`config.mk`:
```
export PLATFORM = sky130hd
export DESIGN_NAME = i2c_burst_reader
export DESIGN_NICKNAME = d
export VERILOG_FILES = /design/src/rtl/i2c_burst_reader_pkg.sv /design/src/rtl/i2c_burst_reader_phase_tick.sv /design/src/rtl/i2c_burst_reader.sv
export SDC_FILE = /design/constraint.sdc
export NUM_CORES = 1
export LEC_CHECK = 0
export ABC_AREA = 1
export CORE_MARGIN = 4
export CORE_UTILIZATION = 59
export DETAILED_ROUTE_END_ITERATION = 7
export PLACE_DENSITY_LB_ADDON = 0.15
export RECOVER_POWER = 50
export SLEW_MARGIN = 15
export SYNTH_ARGS = -nofsm -noshare
export SYNTH_HDL_FRONTEND = slang
export SYNTH_SLANG_ARGS = --single-unit
```
`constraint.sdc`:
```
create_clock -name clk -period 5 [get_ports clk]
set_input_delay 1 -clock clk [delete_from_list [all_inputs] [get_ports clk]]
set_output_delay 1 -clock clk [all_outputs]
set_load 0.01 [all_outputs]
```
`src/rtl/i2c_burst_reader_pkg.sv`:
```
// i2c_burst_reader_pkg -- shared states, R/W bit values and bit-phase encodings. Rev 1.0
`default_nettype none

package i2c_burst_reader_pkg;

   typedef enum logic [3:0] {
      ST_IDLE   = 4'd0,
      ST_START  = 4'd1,
      ST_WADDR  = 4'd2,
      ST_WACK   = 4'd3,
      ST_WREG   = 4'd4,
      ST_WACK2  = 4'd5,
      ST_RSTART = 4'd6,
      ST_RADDR  = 4'd7,
      ST_RACK   = 4'd8,
      ST_RDATA  = 4'd9,
      ST_MACK   = 4'd10,
      ST_STOP   = 4'd11
   } state_t;

   localparam logic I2C_WR = 1'b0;
   localparam logic I2C_RD = 1'b1;

   localparam logic [1:0] P0 = 2'd0;
   localparam logic [1:0] P1 = 2'd1;
   localparam logic [1:0] P2 = 2'd2;
   localparam logic [1:0] P3 = 2'd3;

   function automatic logic [3:0] clamp_nbytes(input logic [3:0] n, input logic [3:0] max_n);
      return (n > max_n) ? max_n : n;
   endfunction

endpackage

`default_nettype wire

```
`src/rtl/i2c_burst_reader_phase_tick.sv`:
```
// i2c_phase_tick -- QDIV divider and 2-bit quarter-bit phase counter; held at phase 0 while disabled. Rev 1.0
`default_nettype none

module i2c_phase_tick #(
   parameter int QDIV = 25
) (
   input  logic       clk,
   input  logic       rst,
   input  logic       en,
   output logic       tick,
   output logic [1:0] phase
);

   localparam int CW = (QDIV > 1) ? $clog2(QDIV) : 1;

   logic [CW-1:0] cnt_q, cnt_d;
   logic [1:0]    phase_q, phase_d;

   assign tick  = en && (cnt_q == CW'(QDIV - 1));
   assign phase = phase_q;

   always_comb begin
      cnt_d   = cnt_q;
      phase_d = phase_q;
      if (!en) begin
         cnt_d   = '0;
         phase_d = 2'd0;
      end else if (tick) begin
         cnt_d   = '0;
         phase_d = phase_q + 2'd1;
      end else begin
         cnt_d = cnt_q + CW'(1);
      end
   end

   always_ff @(posedge clk or posedge rst) begin
      if (rst) begin
         cnt_q   <= '0;
         phase_q <= 2'd0;
      end else begin
         cnt_q   <= cnt_d;
         phase_q <= phase_d;
      end
   end

endmodule

`default_nettype wire

```
`src/rtl/i2c_burst_reader.sv`:
```
// i2c_burst_reader -- I2C master running START/dev+W/reg/RSTART/dev+R/N bytes/STOP, streaming bytes out. Rev 1.0
`default_nettype none

module i2c_burst_reader
   import i2c_burst_reader_pkg::*;
#(
   parameter int QDIV      = 25,
   parameter int MAX_BYTES = 14
) (
   input  logic       clk,
   input  logic       rst,
   input  logic       start,
   input  logic [6:0] dev_addr,
   input  logic [7:0] reg_addr,
   input  logic [3:0] nbytes,
   output logic       busy,
   output logic       done,
   output logic       ack_err,
   output logic       byte_valid,
   output logic [7:0] byte_out,
   output logic [3:0] byte_idx,
   input  logic       SDA_in,
   output logic       SDA_out,
   output logic       SDA_oen,
   output logic       SCL
);

   state_t     state_q, state_d;
   logic [6:0] dev_q, dev_d;
   logic [7:0] reg_q, reg_d;
   logic [3:0] nb_q, nb_d;
   logic [7:0] sh_q, sh_d;
   logic [2:0] bit_q, bit_d;
   logic [3:0] idx_q, idx_d;
   logic [7:0] bout_q, bout_d;
   logic       busy_q, busy_d, done_q, done_d, err_q, err_d, bv_q, bv_d;
   logic       tick, bit_end, sample, scl_w, drv_w;
   logic [1:0] phase;

   i2c_phase_tick #(.QDIV(QDIV)) u_tick (
      .clk   (clk),
      .rst   (rst),
      .en    (state_q != ST_IDLE),
      .tick  (tick),
      .phase (phase)
   );

   assign bit_end = tick && (phase == P3);
   assign sample  = tick && (phase == P2);

   always_comb begin
      state_d = state_q;
      dev_d   = dev_q;
      reg_d   = reg_q;
      nb_d    = nb_q;
      sh_d    = sh_q;
      bit_d   = bit_q;
      idx_d   = bv_q ? idx_q + 4'd1 : idx_q;
      bout_d  = bout_q;
      busy_d  = busy_q;
      err_d   = err_q;
      done_d  = 1'b0;
      bv_d    = 1'b0;
      case (state_q)
         ST_IDLE: if (start) begin
            state_d = ST_START;
            dev_d   = dev_addr;
            reg_d   = reg_addr;
            nb_d    = clamp_nbytes(nbytes, 4'(MAX_BYTES));
            sh_d    = {dev_addr, I2C_WR};
            bit_d   = 3'd0;
            idx_d   = 4'd0;
            err_d   = 1'b0;
            busy_d  = 1'b1;
         end
         ST_START: if (bit_end) state_d = ST_WADDR;
         ST_WADDR, ST_WREG, ST_RADDR: if (bit_end) begin
            sh_d  = {sh_q[6:0], 1'b0};
            bit_d = bit_q + 3'd1;
            if (bit_q == 3'd7)
               state_d = (state_q == ST_WADDR) ? ST_WACK :
                         (state_q == ST_WREG)  ? ST_WACK2 : ST_RACK;
         end
         // A NACK sampled at the end of p2 is already in err_q by the bit end.
         ST_WACK, ST_WACK2, ST_RACK: begin
            if (sample && SDA_in) err_d = 1'b1;
            if (bit_end) begin
               if (err_q)                   state_d = ST_STOP;
               else if (state_q == ST_WACK) begin
                  state_d = ST_WREG;
                  sh_d    = reg_q;
               end else if (state_q == ST_RACK) state_d = ST_RDATA;
               else if (nb_q == 4'd0)           state_d = ST_STOP;
               else                             state_d = ST_RSTART;
            end
         end
         ST_RSTART: if (bit_end) begin
            state_d = ST_RADDR;
            sh_d    = {dev_q, I2C_RD};
         end
         ST_RDATA: begin
            if (sample) begin
               sh_d = {sh_q[6:0], SDA_in};
               if (bit_q == 3'd7) begin
                  bv_d   = 1'b1;
                  bout_d = {sh_q[6:0], SDA_in};
               end
            end
            if (bit_end) begin
               bit_d = bit_q + 3'd1;
               if (bit_q == 3'd7) state_d = ST_MACK;
            end
         end
         ST_MACK: if (bit_end) state_d = (idx_q == nb_q) ? ST_STOP : ST_RDATA;
         ST_STOP: if (bit_end) begin
            state_d = ST_IDLE;
            busy_d  = 1'b0;
            done_d  = 1'b1;
         end
         default: state_d = ST_IDLE;
      endcase
   end

   // drv_w = pull SDA low; SDA is otherwise released to the pull-up.
   always_comb begin
      scl_w = 1'b1;
      drv_w = 1'b0;
      case (state_q)
         ST_START: drv_w = (phase >= P2);
         ST_WADDR, ST_WREG, ST_RADDR: begin
            scl_w = (phase >= P2);
            drv_w = ~sh_q[7];
         end
         ST_WACK, ST_WACK2, ST_RACK, ST_RDATA: scl_w = (phase >= P2);
         ST_MACK: begin
            scl_w = (phase >= P2);
            drv_w = (idx_q != nb_q);
         end
         ST_RSTART: begin
            scl_w = (phase != P0);
            drv_w = (phase >= P2);
         end
         ST_STOP: begin
            scl_w = (phase != P0);
            drv_w = (phase <= P1);
         end
         default: ;
      endcase
   end

   always_ff @(posedge clk or posedge rst) begin
      if (rst) begin
         state_q <= ST_IDLE;
         dev_q   <= '0;
         reg_q   <= '0;
         nb_q    <= '0;
         sh_q    <= '0;
         bit_q   <= '0;
         idx_q   <= '0;
         bout_q  <= '0;
         busy_q  <= 1'b0;
         done_q  <= 1'b0;
         err_q   <= 1'b0;
         bv_q    <= 1'b0;
      end else begin
         state_q <= state_d;
         dev_q   <= dev_d;
         reg_q   <= reg_d;
         nb_q    <= nb_d;
         sh_q    <= sh_d;
         bit_q   <= bit_d;
         idx_q   <= idx_d;
         bout_q  <= bout_d;
         busy_q  <= busy_d;
         done_q  <= done_d;
         err_q   <= err_d;
         bv_q    <= bv_d;
      end
   end

   assign busy       = busy_q;
   assign done       = done_q;
   assign ack_err    = err_q;
   assign byte_valid = bv_q;
   assign byte_out   = bout_q;
   assign byte_idx   = idx_q;
   assign SCL        = scl_w;
   assign SDA_oen    = drv_w;
   assign SDA_out    = ~drv_w;

endmodule

`default_nettype wire
```
# Word-level counts from Yosys, hierarchy flattened
# Cells that the tools add are included.
# Widths: inputs -> output; s select.
# op_classes
n_mux	50
addsub	4
eq_ne	33
bitwise_logic	2
reduce_logical	25
order_cmp	3
# op_table
operator	n
$mux 4	20
$mux 8	7
$pmux 8 s5	1
$pmux 4 s8	1
$ne 2x2->1 const B	15
$eq 4x3->1 const B	4
$eq 4x4->1 const B	4
$reduce_and 3->1	4
$mux 5	2
$reduce_and 10->1	1
$mux 1	9
$eq 4x2->1 const B	2
$logic_not 4->1	2
$reduce_and 8->1	1
$reduce_bool 2->1	4
$reduce_or 8->1	1
$mux 2	3
$mux 3	2
$pmux 1 s2	3
$pmux 3 s2	1
$reduce_or 3->1	2
$add 5x1->5 const B	1
$eq 5x5->1 const B	1
$reduce_bool 5->1	1
other kinds (19)	25
# totals
inputBits	23
out_inout_bits	19
word_cells	131
register_bits	57

# Logic depth before layout (Yosys ltp)
# logic_depth
depth_word	7
mapped_depth	11
ltp_nobuf	11

# Modules after synthesis
# Synthesis repeated with hierarchy kept, for this count alone.
# hier_totals
cells_unflattened	414
hier_area_um2	3096.7
# modules_own_cells
mod	instances	seq_area_each_um2	cells_each	area_per_inst_um2
i2c_burst_reader	1	1251.2	363	2707.6
i2c_phase_tick	1	175.2	51	389.1

# Worst setup path after synthesis
# No wires, ideal clock.
# synth_timing
path_kind	reg2out
startpoint	reg state_q[2]
endpoint	out SDA_out
stages_incl_launch_ff	9
arrival_time_ns	1.445
t_required_ns	4.000
n_path_buf	0
slack_ns	2.555
cell_sequence	dfrtp_1 -> inv_1 -> nor2_1 -> nand2_1 -> nand3_2 -> inv_1 -> or2_2 -> nand4_1 -> inv_1
# synth_between
elab_chain_len	4
elab_cells_between_ends	11
classes_between	7 x eq/ne; 1 x mux; 1 x bitwise; 2 x reduce/logical
# synth_lines
item	line	rtl
start: declaration	i2c_burst_reader.sv:28	state_t state_q, state_d;
start signal: assignment	i2c_burst_reader.sv:166	state_q <= state_d;
$eq 4x2->1 (tied with other cells)	i2c_burst_reader.sv:128	case (state_q)
$reduce_or 3->1 or $reduce_or 2->1 (tied branches)	--	
$pmux 1 s4 *	i2c_burst_reader.sv:128	
via SDA_oen	i2c_burst_reader.sv:24	output logic SDA_oen,
$not 1->1 *	i2c_burst_reader.sv:189	assign SDA_out = ~drv_w;
end: declaration	i2c_burst_reader.sv:23	output logic SDA_out,
# Mark *: on every way through the listed nets, which the timed path passes. The rest lies on a longest branch.

# Worst setup path in the final report
# layout_timing
startpoint	reg state_q[1]
endpoint	out SDA_oen
# layout_between
elab_chain_len	3
elab_cells_between_ends	10
classes_between	7 x eq/ne; 1 x mux; 2 x reduce/logical
# layout_lines
item	line
$eq 4x2->1 (tied with other cells)	i2c_burst_reader.sv:128
$reduce_or 3->1 or $reduce_or 2->1 (tied branches)	--
$pmux 1 s4 *	i2c_burst_reader.sv:128
end: declaration	i2c_burst_reader.sv:24
# Mark *: on every way between the ends. The rest lies on a longest branch, timed or not.

==> flow_summary.ini <==
[die]
die_w_um = 80.3
rows = 26
start_util = 0.608
die_h_um = 80.3
core_area_um2 = 5070
design.die.area_um2 = 6450
io_pins = 42

[cells_and_area]
nNetsFinal = 484
antennaDiodeCount = 0
design_area_um2 = 3780
final.fill_count = 408
drive_gt1_frac = 0.0722
area_growth_pct = 22.6

[clock_network]
path_clk_slew_ns = 0.06
root_buffer = clkbuf_8
cts_inserted_buffers = 9
holdBufCountCts = 0
cts_setup_buffers = 0
insertion_delay_ns = 0.34
cts_tree = built
cts_resized = 0
cts-htree-levels = 3
clock-sinks = 57
cts_max_path_buffers = 2

[hold_path]
min_to = reg_q[7]
min_path_type = reg -> reg
hold_depth = 2
min_from = reg_q[7]

[timing]
fin_setup_tns_ns = 0
finalSetupViolCount = 0
hold_viol = 0
fin_crit_ns = 3.45
rsz0062_at_grt = false
worst_slew_pin_slew_ns = 1.27
post-route-period-util = 0.691
slew_headroom = 0.157
fmax_mhz = 290
fin_worst_skew_ns = 0.0107
slew_violations = 0

[pwr]
vdd_drop_max_uv = 326
combPwrFrac = 0.470
finalPower_mw = 2.30
p_leak_nw = 2.00
netSwitchingPower_mw = 0.999
powerDensity_nw_per_um2 = 607
switching_share = 0.435
p_clk_frac = 0.224
seqPwrFrac = 0.306
p_int_mw = 1.30

[route]
drc = 0
first_pass_iters = 4
ant_nets = 0
viasPerCell = 5.33
wl_um = 7320
wl_per_cell_um = 13.9
vias = 2807
drt_iter0_markers = 227

[placed_design]
hpwl_um = 5180
portBuffers = 41
placed_cell_area_um2 = 3560
gp_congestion = 0.922

[logic_synthesis]
synth_top_area_frac = 0.462
syn_inst = 404
yosysTopAreaCell = dfrtp_1
yosysWarnings = 0
synthFlopType = dfrtp_1
synth_cell_types = 30
syn_avg_cell_area_um2 = 7.63
async_flop_share = 1.00
synth_most_common_cell = nand2_1
synth_nets = 436
seq_area_frac_synth = 0.462
ys_ff_latch = 57
synth_area_um2 = 3080
ys_top_cells_by_area = dfrtp_1 46%, nand2_1 18%, nand3_1 5.4%
synth_edf_count = 0
synthTopCellsByCount = 148 x nand2_1, 57 x dfrtp_1, 42 x inv_1

[grt]
overflow = 0
grt_pass1_vias = 2585
grt_max_degree = 46
grtUsageTotal = 0.247
grt_pass1_wl_um = 12100
grt_antenna_before_repair = 0

[critical_path]
worst-path-max-fanout = 9
setup.worst_path.start_class = flop
rrSetupSlack_ns = 1.84
cp_data_required_time_ns = 4.00
r2r_end = ack_err
crit_arrival_ns = 2.45
worstSetupPathType = reg -> out
endpoint_kind = primary output
worstRegToRegCells = 8
worstReg2RegStart = state_q[3]

[job]
maxCapViolations = 0

[run_status]
status = completed
[cell families after synthesis]
| group | count (synthesis) | share of synthesized area |
|---|---|---|
| buf+inv | 49 | 0.0645 |
| flops | 57 | 0.462 |
| mux | 3 | 0.0110 |
| fa+ha+maj | 9 | 0.0365 |
| compound gates | 38 | 0.0702 |
| xor+xnor | 9 | 0.0256 |
| simple gates | 239 | 0.330 |
[per-stage QoR]
stage | hold WS [ns] | setup slack, ns | util | instances
floorplan | 0.434 | 2.55 | - | 404
global placement | 0.454 | 2.04 | 0.702 | 511
detailed placement | 0.460 | 1.98 | 0.702 | 511
CTS | 0.478 | 1.56 | 0.748 | 527
global route | 0.498 | 1.30 | 0.745 | 527
finish | 0.475 | 1.55 | 0.745 | 527
[registers in the layout (all words and copies together), names as in the netlist]
name          cells
reg_q             8
byte_out          8
u_tick.cnt_q      5
dev_q             7
byte_valid        1
ack_err           1
sh_q              8
byte_idx          4
done              1
bit_q             3
u_tick.phase      2
nb_q              4
state_q           4
busy              1
[worst max path at each step]
stage | startpoint | endpoint | slack (ns)
CTS | state_q[1] | SDA_oen | 1.56
global route | state_q[1] | SDA_oen | 1.30
finish | state_q[1] | SDA_oen | 1.55
global placement | state_q[1] | SDA_oen | 2.04
detailed placement | state_q[2] | SDA_oen | 1.98
floorplan | state_q[2] | SDA_out | 2.55
[layout make-up]
class / count / area [um2] / share of cell area
Timing Repair Buffer: 43 / 422 / 0.112
Clock inverter: 5 / 104 / 0.0275
Sequential cell: 57 / 1430 / 0.377
Multi-Input combinational cell: 298 / 1450 / 0.383
Tap cell: 70 / 87.6 / 0.0232
Inverter: 43 / 161 / 0.0427
Clock buffer: 11 / 131 / 0.0347
[cells in the final DEF (no fill, tap or decap), types with 4 or more instances in the layout]
master / Yosys / routed
o21ai_0: 21 / 21
o22ai_1: 4 / 4
ha_1: 9 / 9
nand3_1: 33 / 34
nor2_1: 37 / 37
nor3_1: 4 / 4
nand2_1: 148 / 148
clkdlybuf4s50_1: 0 / 39
clkbuf_8: 0 / 9
dfrtp_1: 57 / 57
inv_1: 42 / 42
xor2_1: 8 / 8
a21oi_1: 8 / 8
[power by group through the flow]
stage / clock network [mW] / logic [mW] / registers [mW]
after global routing: 0.546 / 1.23 / 0.715
after global placement: 0 / 1.03 / 0.701
after floorplan: 0 / 0.792 / 0.685
after CTS: 0.518 / 1.08 / 0.698
final: 0.515 / 1.08 / 0.702
after detailed placement: 0 / 1.06 / 0.705
[routing by layer]
layer  share of wire  routed length (um)  track usage  up-vias
met5               0                   0            0        -
met4           0.023                 165        0.105        0
met3           0.070                 516       0.0706       22
met2            0.48                3520        0.401      107
met1            0.43                3120        0.308     1309
li1                -                   -            -     1369
[critical path, cell delays in order (launching register included)]
cell	delay, ns
dfrtp_1	0.44
inv_1	0.06
nor2_1	0.23
nand2_1	0.17
nand3_2	0.22
inv_1	0.08
or2_2	0.28
nand4_1	0.09
clkdlybuf4s50_1	0.54
No activity file was read; power rests on OpenSTA's default activity.
